## config.mk

```make
export PLATFORM = sky130hd
export DESIGN_NAME = data_sync_tx_arbiter_flat
export DESIGN_NICKNAME = d
export VERILOG_FILES = /design/src/rtl/data_sync_tx_arbiter_if.sv /design/src/rtl/data_sync_tx_arbiter.sv /design/src/flat_wrapper.sv
export SDC_FILE = /design/constraint.sdc
export NUM_CORES = 1
export LEC_CHECK = 0
export BUFFER_PORTS_ARGS = -buffer_cell sky130_fd_sc_hd__buf_2
export CAP_MARGIN = 20
export CORE_ASPECT_RATIO = 1.1
export CORE_MARGIN = 10
export CORE_UTILIZATION = 42
export CTS_CLUSTER_SIZE = 12
export DETAILED_ROUTE_END_ITERATION = 8
export GPL_TIMING_DRIVEN = 1
export PLACE_DENSITY = 0.84
export SLEW_MARGIN = 30
export SYNTH_ARGS = -nofsm -noshare
export SYNTH_HDL_FRONTEND = slang
export SYNTH_SLANG_ARGS = --single-unit
```

## constraint.sdc

```tcl
create_clock -name clk -period 2.1 [get_ports clk]
set_input_delay 0.63 -clock clk [delete_from_list [all_inputs] [get_ports clk]]
set_output_delay 0.63 -clock clk [all_outputs]
set_load 0.005 [all_outputs]
```

## src/rtl/data_sync_tx_arbiter_if.sv

```systemverilog
// Handshake and synchronizer-facing bus bundle for data_sync_tx_arbiter.
// The requesters are the master side. The arbiter is the slave side.
interface data_sync_tx_arbiter_if #(
    parameter int NUM_REQ    = 4,
    parameter int DATA_WIDTH = 8
);
    logic [NUM_REQ-1:0]            req;
    logic [NUM_REQ*DATA_WIDTH-1:0] req_data;
    logic [NUM_REQ-1:0]            gnt;
    logic                          busy;
    logic [DATA_WIDTH-1:0]         unsync_bus;
    logic                          bus_enable;

    modport master (
        output req, req_data,
        input  gnt, busy, unsync_bus, bus_enable
    );

    modport slave (
        input  req, req_data,
        output gnt, busy, unsync_bus, bus_enable
    );
endinterface

```

## src/rtl/data_sync_tx_arbiter.sv

```systemverilog
// Round-robin scheduler that feeds one shared data-synchronizer crossing: HOLD window with enable high, then a quiet GAP.
// Optional feature macro DATA_SYNC_ARB_XFER_CNT_EN adds a 16-bit completed-transfer counter output xfer_count.
module data_sync_tx_arbiter #(
    parameter int NUM_REQ     = 4,
    parameter int DATA_WIDTH  = 8,
    parameter int HOLD_CYCLES = 6,
    parameter int GAP_CYCLES  = 6
) (
    input  logic                 clk,
    input  logic                 rst,
`ifdef DATA_SYNC_ARB_XFER_CNT_EN
    output logic [15:0]          xfer_count,
`endif
    data_sync_tx_arbiter_if.slave arb
);
    localparam int PTR_W   = (NUM_REQ > 1) ? $clog2(NUM_REQ) : 1;
    localparam int PW1     = PTR_W + 1;
    localparam int CNT_MAX = (HOLD_CYCLES > GAP_CYCLES) ? HOLD_CYCLES : GAP_CYCLES;
    localparam int CNT_W   = $clog2(CNT_MAX + 1);

    typedef enum logic [1:0] {
        ST_IDLE = 2'd0,
        ST_HOLD = 2'd1,
        ST_GAP  = 2'd2
    } state_t;

    state_t                 state_r, state_nx;
    logic [PTR_W-1:0]       ptr_r, ptr_nx;
    logic [CNT_W-1:0]       cnt_r, cnt_nx;
    logic [NUM_REQ-1:0]     gnt_r, gnt_nx;
    logic [DATA_WIDTH-1:0]  data_r, data_nx;
    logic                   en_r, en_nx;
    logic                   busy_r;
    logic [DATA_WIDTH-1:0]  word_s [NUM_REQ];
    logic [PW1-1:0]         idx_s;
    logic [PTR_W-1:0]       sel_s;
    logic                   found_s;
`ifdef DATA_SYNC_ARB_XFER_CNT_EN
    logic [15:0]            xfer_cnt_r, xfer_nx;
`endif

    for (genvar g = 0; g < NUM_REQ; g++) begin : g_unpack
        assign word_s[g] = arb.req_data[g*DATA_WIDTH +: DATA_WIDTH];
    end

    // Round-robin pick: first active request at or above the pointer, wrapping modulo NUM_REQ.
    always_comb begin
        found_s = 1'b0;
        sel_s   = '0;
        idx_s   = '0;
        for (int i = 0; i < NUM_REQ; i++) begin
            idx_s = {1'b0, ptr_r} + PW1'(i);
            if (idx_s >= PW1'(NUM_REQ)) begin
                idx_s = idx_s - PW1'(NUM_REQ);
            end else begin
                idx_s = idx_s;
            end
            if (!found_s && arb.req[idx_s[PTR_W-1:0]]) begin
                found_s = 1'b1;
                sel_s   = idx_s[PTR_W-1:0];
            end else begin
                found_s = found_s;
            end
        end
    end

    // Next-state and next-output logic of the IDLE/HOLD/GAP sequencer.
    always_comb begin
        state_nx = state_r;
        ptr_nx   = ptr_r;
        cnt_nx   = cnt_r;
        gnt_nx   = '0;
        data_nx  = data_r;
        en_nx    = en_r;
`ifdef DATA_SYNC_ARB_XFER_CNT_EN
        xfer_nx  = xfer_cnt_r;
`endif
        case (state_r)
            ST_IDLE: begin
                if (found_s) begin
                    data_nx  = word_s[sel_s];
                    en_nx    = 1'b1;
                    gnt_nx   = NUM_REQ'(1) << sel_s;
                    ptr_nx   = (sel_s == PTR_W'(NUM_REQ - 1)) ? '0 : sel_s + PTR_W'(1);
                    cnt_nx   = CNT_W'(HOLD_CYCLES - 1);
                    state_nx = ST_HOLD;
                end else begin
                    state_nx = ST_IDLE;
                end
            end
            ST_HOLD: begin
                if (cnt_r == '0) begin
                    en_nx    = 1'b0;
                    cnt_nx   = CNT_W'(GAP_CYCLES - 1);
                    state_nx = ST_GAP;
`ifdef DATA_SYNC_ARB_XFER_CNT_EN
                    xfer_nx  = xfer_cnt_r + 16'd1;
`endif
                end else begin
                    cnt_nx   = cnt_r - CNT_W'(1);
                end
            end
            ST_GAP: begin
                if (cnt_r == '0) begin
                    state_nx = ST_IDLE;
                end else begin
                    cnt_nx   = cnt_r - CNT_W'(1);
                end
            end
            default: begin
                state_nx = ST_IDLE;
                en_nx    = 1'b0;
                cnt_nx   = '0;
            end
        endcase
    end

    // State and output registers; a reset on any edge abandons the in-flight word.
    always_ff @(posedge clk) begin
        if (rst) begin
            state_r    <= ST_IDLE;
            ptr_r      <= '0;
            cnt_r      <= '0;
            gnt_r      <= '0;
            data_r     <= '0;
            en_r       <= 1'b0;
            busy_r     <= 1'b0;
`ifdef DATA_SYNC_ARB_XFER_CNT_EN
            xfer_cnt_r <= 16'd0;
`endif
        end else begin
            state_r    <= state_nx;
            ptr_r      <= ptr_nx;
            cnt_r      <= cnt_nx;
            gnt_r      <= gnt_nx;
            data_r     <= data_nx;
            en_r       <= en_nx;
            busy_r     <= (state_nx != ST_IDLE);
`ifdef DATA_SYNC_ARB_XFER_CNT_EN
            xfer_cnt_r <= xfer_nx;
`endif
        end
    end

    assign arb.gnt        = gnt_r;
    assign arb.busy       = busy_r;
    assign arb.unsync_bus = data_r;
    assign arb.bus_enable = en_r;
`ifdef DATA_SYNC_ARB_XFER_CNT_EN
    assign xfer_count     = xfer_cnt_r;
`endif
endmodule

```

## src/flat_wrapper.sv

```systemverilog
// flat-port wrapper written by rule: the top's interface ports become plain ports
module data_sync_tx_arbiter_flat 
#(
    parameter int NUM_REQ     = 4,
    parameter int DATA_WIDTH  = 8,
    parameter int HOLD_CYCLES = 6,
    parameter int GAP_CYCLES  = 6
)
  (clk, rst, arb_req, arb_req_data, arb_gnt, arb_busy, arb_unsync_bus, arb_bus_enable);
  data_sync_tx_arbiter_if #(.NUM_REQ(NUM_REQ), .DATA_WIDTH(DATA_WIDTH)) arb_i ();
  input  logic clk;
  input  logic rst;
  input wire logic [$bits(arb_i.req)-1:0] arb_req;
  input wire logic [$bits(arb_i.req_data)-1:0] arb_req_data;
  output wire logic [$bits(arb_i.gnt)-1:0] arb_gnt;
  output wire logic [$bits(arb_i.busy)-1:0] arb_busy;
  output wire logic [$bits(arb_i.unsync_bus)-1:0] arb_unsync_bus;
  output wire logic [$bits(arb_i.bus_enable)-1:0] arb_bus_enable;
  assign arb_i.req = arb_req;
  assign arb_i.req_data = arb_req_data;
  assign arb_gnt = arb_i.gnt;
  assign arb_busy = arb_i.busy;
  assign arb_unsync_bus = arb_i.unsync_bus;
  assign arb_bus_enable = arb_i.bus_enable;
  data_sync_tx_arbiter #(.NUM_REQ(NUM_REQ), .DATA_WIDTH(DATA_WIDTH), .HOLD_CYCLES(HOLD_CYCLES), .GAP_CYCLES(GAP_CYCLES)) u_core (.clk(clk), .rst(rst), .arb(arb_i));
endmodule
```

==> results.cfg, run 1 <==
[outcome]
outcome = finished clean

[place]
place.gp.congestion = 0.804
place_inst = 231
io_buffers = 51
hpwl_um = 2560

[grt]
grt_pass1_wl_um = 5170
grt.met3_usage_pct = 5.47
grt_use_total_pct = 11.6
overflow = 0
top_usage_layer = met2
antenna_found_initial = 0
grt_pass1_vias = 1303
use_met2_pct = 19.3
grt_max_degree = 17
grt.met1_usage_pct = 12.0

[die]
io_pins = 52
die_h_um = 75.7
core_sq_mm = 0.00273
die_w_um = 70.6
dieArea_sq_mm = 0.00534
start_util_pct = 43.3
rows = 20

[worst_hold_path]
min_path_cells = 2
holdCritPathClass = reg -> reg
min_from = u_core.arb.unsync_bus[4]
min_to = u_core.arb.unsync_bus[4]

[route]
via_per_inst = 5.27
dr.pass1.iters = 4
wl_per_cell_um = 13.4
drt-initial-drc-count = 36
drc = 0
final_antenna_net_count = 0
drt-total-wl_um = 3150
vias = 1239

[cts]
cts.clk_slew.worst_paths_ns = 0.12
cts_tree = done
clk_latency_ns = 0.30
holdBufCountCts = 0
clkSinkCount = 21
root_buffer = clkbuf_4
clk_path_buf_depth = 2
cts_setup_buffers = 0
cts_buffers = 3
htreeDepth = 1
cts.repair.resized = 0

[worst_setup_path]
path_class = in -> reg
startpoint = arb_req[2]
crit_chain = buf_2, nor2b_1, or4b_1, buf_4, and3_1, o21ai_1, o211ai_1
path_buf_inv = 2
rr_worst_depth = 6
crit_path_max_incr_delay_ns = 0.55
worstPathMaxFanout = 16
required_ns = 2.29
start_kind = input pin
crit_family = simple AND/OR/NAND/NOR gates
crit-reg2reg-capture = u_core.arb.unsync_bus[5]
crit-reg2reg-launch = u_core.ptr_r[0]
slowest_stage = or4b_1
cp_data_arrival_time_ns = 2.06
rrSetupSlack_ns = 0.34
end_kind = register

[sta]
setup_viol = 0
hold_viol_final = 0
max_slew_margin_pct = 69.4
worstMarginPinSlew_ns = 0.448
fin_crit_sh_pct = 88.8
min_period_ns = 1.87
fmax_mhz = 536
rsz0062_at_grt = no
slew_violations = 0
skew_ns = 0.00116

[logic_synthesis]
syn_area_per_cell_sq_um = 8.15
ys_seq_area_share_pct = 35.6
synth_area_sq_mm = 0.00118
postSynthRegisterBits = 21
ys_types = 33
synthArstFlopShare_pct = 0
ys_warn_count = 0
synth_nets = 185
synth_edf_count = 0
syn_inst = 145
synth_ff_type = dfxtp_1

[layout]
fin_nets = 243
antennaDiodeCount = 0
fin_cells = 235
drive_gt1_share_pct = 33.2
fillers = 260
areaGrowthSynthToFinish_pct = 31.3

[power_and_ir_drop]
finalPower_uw = 1180
vdd.ir_drop.worst_uv = 384
p_per_area_mw_per_mm2 = 760
leakagePower_uw = 0.000753

[job]
cap_viol_max_count = 0
-- logic make-up (layout without fill, tap and decap cells) --
group / after synthesis / after routing / synth area share [%]
AND/OR/NAND/NOR: 55 / 55 / 24.2
AO/OA/AOI/OAI: 47 / 47 / 26.1
flip-flops: 21 / 21 / 35.6
buffers and inverters: 11 / 68 / 4.44
multiplexers: 8 / 8 / 6.77
adder cells (fa/ha/maj): 2 / 2 / 2.12
XOR/XNOR: 1 / 1 / 0.741
-- how the worst max path moves through the flow --
stage | end | cells past startpoint
floorplan | u_core.arb.unsync_bus[0] | 7
global placement | u_core.arb.unsync_bus[4] | 7
detailed placement | u_core.arb.unsync_bus[5] | 7
CTS | u_core.arb.unsync_bus[5] | 7
global route | u_core.arb.unsync_bus[4] | 7
finish | u_core.arb.unsync_bus[5] | 7
-- synth_stat cells, types with 2 or more instances --
library cell | count | share of area [%]
a21boi_1 | 8 | 5.1
a21oi_1 | 8 | 3.4
and2_1 | 2 | 1.1
and3_1 | 8 | 4.2
buf_2 | 3 | 1.3
clkbuf_1 | 4 | 1.3
dfxtp_1 | 21 | 36
ha_1 | 2 | 2.1
inv_1 | 3 | 0.95
mux2i_1 | 8 | 6.8
nand2_1 | 12 | 3.8
nand3b_1 | 3 | 1.9
nor2_1 | 15 | 4.8
nor2b_1 | 8 | 4.2
nor3_1 | 2 | 0.85
o211ai_1 | 8 | 5.1
o21ai_0 | 5 | 2.1
o21ai_1 | 8 | 3.4
o21bai_1 | 2 | 1.3
or4_1 | 2 | 1.3
-- layout by cell type, fill, tap and decap left out, drive strengths merged --
cell	count
o21bai	2
a211oi	2
ha	2
buf	61
a2bb2oi	1
nand3b	3
and2	3
o211ai	8
nor2	15
a21oi	8
nor3	2
mux2i	8
a211o	1
inv	3
clkinv	1
a22oi	1
o21ai	13
a21o	1
a2111oi	1
o31ai	1
or4	2
nand2	12
nor4	1
a21boi	8
clkbuf	3
dfxtp	21
nor2b	8
and3	8
or4b	1
xor2	1
-- worst reg2reg max path: cells and delay by family (launching register included) --
family                 cells  cell delay [ns]
AND/OR/NAND/NOR            3             0.82
buffers and inverters      1             0.20
flip-flops                 1             0.39
AO/OA/AOI/OAI              2             0.24
-- per-stage QoR --
step                      instance area, sq um  worst slack (ns)  setup TNS [ns]  util [%]  hold WS [ns]
final                                     1550             0.235               0      56.9         0.491
after global routing                      1550             0.178               0      56.9         0.522
after CTS                                 1550             0.247               0      56.9         0.494
after detailed placement                  1530           -0.0861          -0.530      55.9         0.465
after global placement                    1530           -0.0570          -0.291      55.9         0.459
after floorplan                           1180            0.0498               0         -         0.452
-- area by class of cell --
type	count	area (sq um)	area share [%]
inverters	3	11.3	0.725
clock inverters	1	5.00	0.322
multi-input cells	113	709	45.7
clock buffers	3	22.5	1.45
flip-flops and latches	21	420	27.1
repair buffers	61	343	22.1
well taps	33	41.3	2.66
-- layer usage --
layer	vias to the layer above	wire length (um)
met1	550	1370
met3	4	283
met5	-	0
met2	49	1460
met4	0	27
li1	636	-
-- sequential cells by signal, indices dropped and copies added, names as in the netlist --
signal	flops
u_core.arb.unsync_bus	8
u_core.arb.bus_enable	1
u_core.cnt_r	3
u_core.state_r	2
u_core.arb.gnt	4
u_core.ptr_r	2
u_core.arb.busy	1
-- report_power, final --
| group | total, uW | switching [uW] | internal [uW] |
|---|---|---|---|
| clock | 195 | 124 | 71.1 |
| combinational | 463 | 230 | 232 |
| sequential | 522 | 50.4 | 471 |
| total | 1180 | 405 | 775 |
(Power assumes the default switching activity.)
==> run 2: changes to the inputs <==
BUFFER_PORTS_ARGS = -buffer_cell sky130_fd_sc_hd__clkbuf_2   (was -buffer_cell sky130_fd_sc_hd__buf_2)
==> run 2 against run 1 <==
Fmax grew 0.22%. Global-route usage shrank 0.20 points. Via count shrank 2.3%. Final cell count is the same. Non-clock buffer count is the same. Worst hold slack gained 0.0027 ns. Largest power group unchanged. Highest routed layer unchanged.
==> results.cfg, run 2 (synthesized netlist as in run 1, its figures left out) <==
[cts]
clk_latency_ns = 0.30
cts_tree = done
cts_setup_buffers = 0
clk_path_buf_depth = 2
htreeDepth = 1
clkSinkCount = 21
cts.repair.resized = 0
cts.clk_slew.worst_paths_ns = 0.11
holdBufCountCts = 0
cts_buffers = 3
root_buffer = clkbuf_4

[power_and_ir_drop]
finalPower_uw = 1170
p_per_area_mw_per_mm2 = 762
comb_power_share_pct = 38.6
clkPwrFrac_pct = 16.6
intPower_uw = 772
switching_power_uw = 401
power_switching_share_pct = 34.2
pwr-share-seq_pct = 44.8
vdd.ir_drop.worst_uv = 414
leakagePower_uw = 0.000744

[place]
place.gp.congestion = 0.741
dp_slack_ns = -0.0609
hpwl_um = 2540
io_buffers = 51

[sta]
rsz0062_at_grt = no
setup_viol = 0
fmax_mhz = 537
setup_slack_ns = 0.239
fin_crit_sh_pct = 88.6
worstMarginPinSlew_ns = 0.449
min_period_ns = 1.86
hold_viol_final = 0
max_slew_margin_pct = 69.3
slew_violations = 0
skew_ns = 0.0112

[layout]
drive_gt1_share_pct = 32.7
antennaDiodeCount = 0
seq_area_sq_um = 420
areaGrowthSynthToFinish_pct = 30.2
multi_input_area_sq_um = 709
largest_reg_flops = 8
layout_common_cells = 51 x clkbuf_2, 21 x dfxtp_1, 15 x nor2_1
layout_commonest_cell = clkbuf_2
final_core_util_pct = 56.4
fillers = 262
fin_nets = 243

[route]
drt-initial-drc-count = 36
wl_per_cell_um = 13.4
vias = 1211
final_antenna_net_count = 0
drt-total-wl_um = 3150
via_per_inst = 5.15
dr.pass1.iters = 4
drc = 0

[grt]
overflow = 0
grt_use_total_pct = 11.4
grt_max_degree = 17
grt_pass1_wl_um = 5170
antenna_found_initial = 0
grt_pass1_vias = 1284

[die]
io_pins = 52
dieArea_sq_mm = 0.00534
die_w_um = 70.6
rows = 20
core_sq_mm = 0.00273
start_util_pct = 43.3
die_h_um = 75.7

[outcome]
outcome = finished clean

[worst_setup_path]
required_ns = 2.29
worstPathMaxFanout = 16
start_kind = input pin
cp_data_arrival_time_ns = 2.05
path_class = in -> reg
rrSetupSlack_ns = 0.34
end_kind = register

[worst_hold_path]
holdCritPathClass = reg -> reg

[job]
cap_viol_max_count = 0
==> run 2: changes by cell type in the layout (fill, tap and decap cells not counted), sizes merged <==
cell,change
buf,-51
clkbuf,+52
clkinv,-1
==> run 2: power by group through the flow <==
stage               Sequential [uW]  Combinational (uW)  Clock (uW)
floorplan                       521                 305           0
global placement                532                 447           0
detailed placement              534                 456           0
CTS                             525                 457         203
global route                    537                 508         226
finish                          525                 452         195
==> run 2: metal layers <==
layer  vias up  global-route usage [%]  wire (um)
met5         -                       0          0
met4         0                    4.09         17
met3         2                    4.69        244
met2        38                    20.0       1510
met1       535                    12.2       1370
li1        636                       -          -
==> run 2: final cells by class <==
type	instances	area share, %
clock buffers	4	1.71
inverters	3	0.732
multi-input cells	113	46.1
flip-flops and latches	21	27.3
well taps	33	2.68
repair buffers	61	21.5
==> run 2: worst paths after layout <==
| path | start | endpoint | cells past startpoint |
|---|---|---|---|
| worst min register to register | u_core.arb.unsync_bus[0] | u_core.arb.unsync_bus[0] | 2 |
| worst max register to register | u_core.ptr_r[0] | u_core.arb.unsync_bus[7] | 6 |
| worst max-delay path | arb_req[2] | u_core.arb.unsync_bus[7] | 7 |
| worst min-delay path | u_core.arb.unsync_bus[0] | u_core.arb.unsync_bus[0] | 2 |
==> run 2: worst max-delay path, stage by stage <==
cell and delay, ns:
clkbuf_2 0.10, nor2b_1 0.15, or4b_1 0.55, buf_4 0.20, and3_1 0.18, o21ai_1 0.14
o211ai_1 0.10
==> run 2: stage by stage <==
stage | area [sq um] | setup TNS (ns) | hold WS, ns | instances
after floorplan | 1180 | 0 | 0.452 | 145
after CTS | 1540 | 0 | 0.499 | 235
after detailed placement | 1510 | -0.346 | 0.476 | 231
after global routing | 1540 | 0 | 0.513 | 235
final | 1540 | 0 | 0.494 | 235
after global placement | 1510 | -0.221 | 0.462 | 231
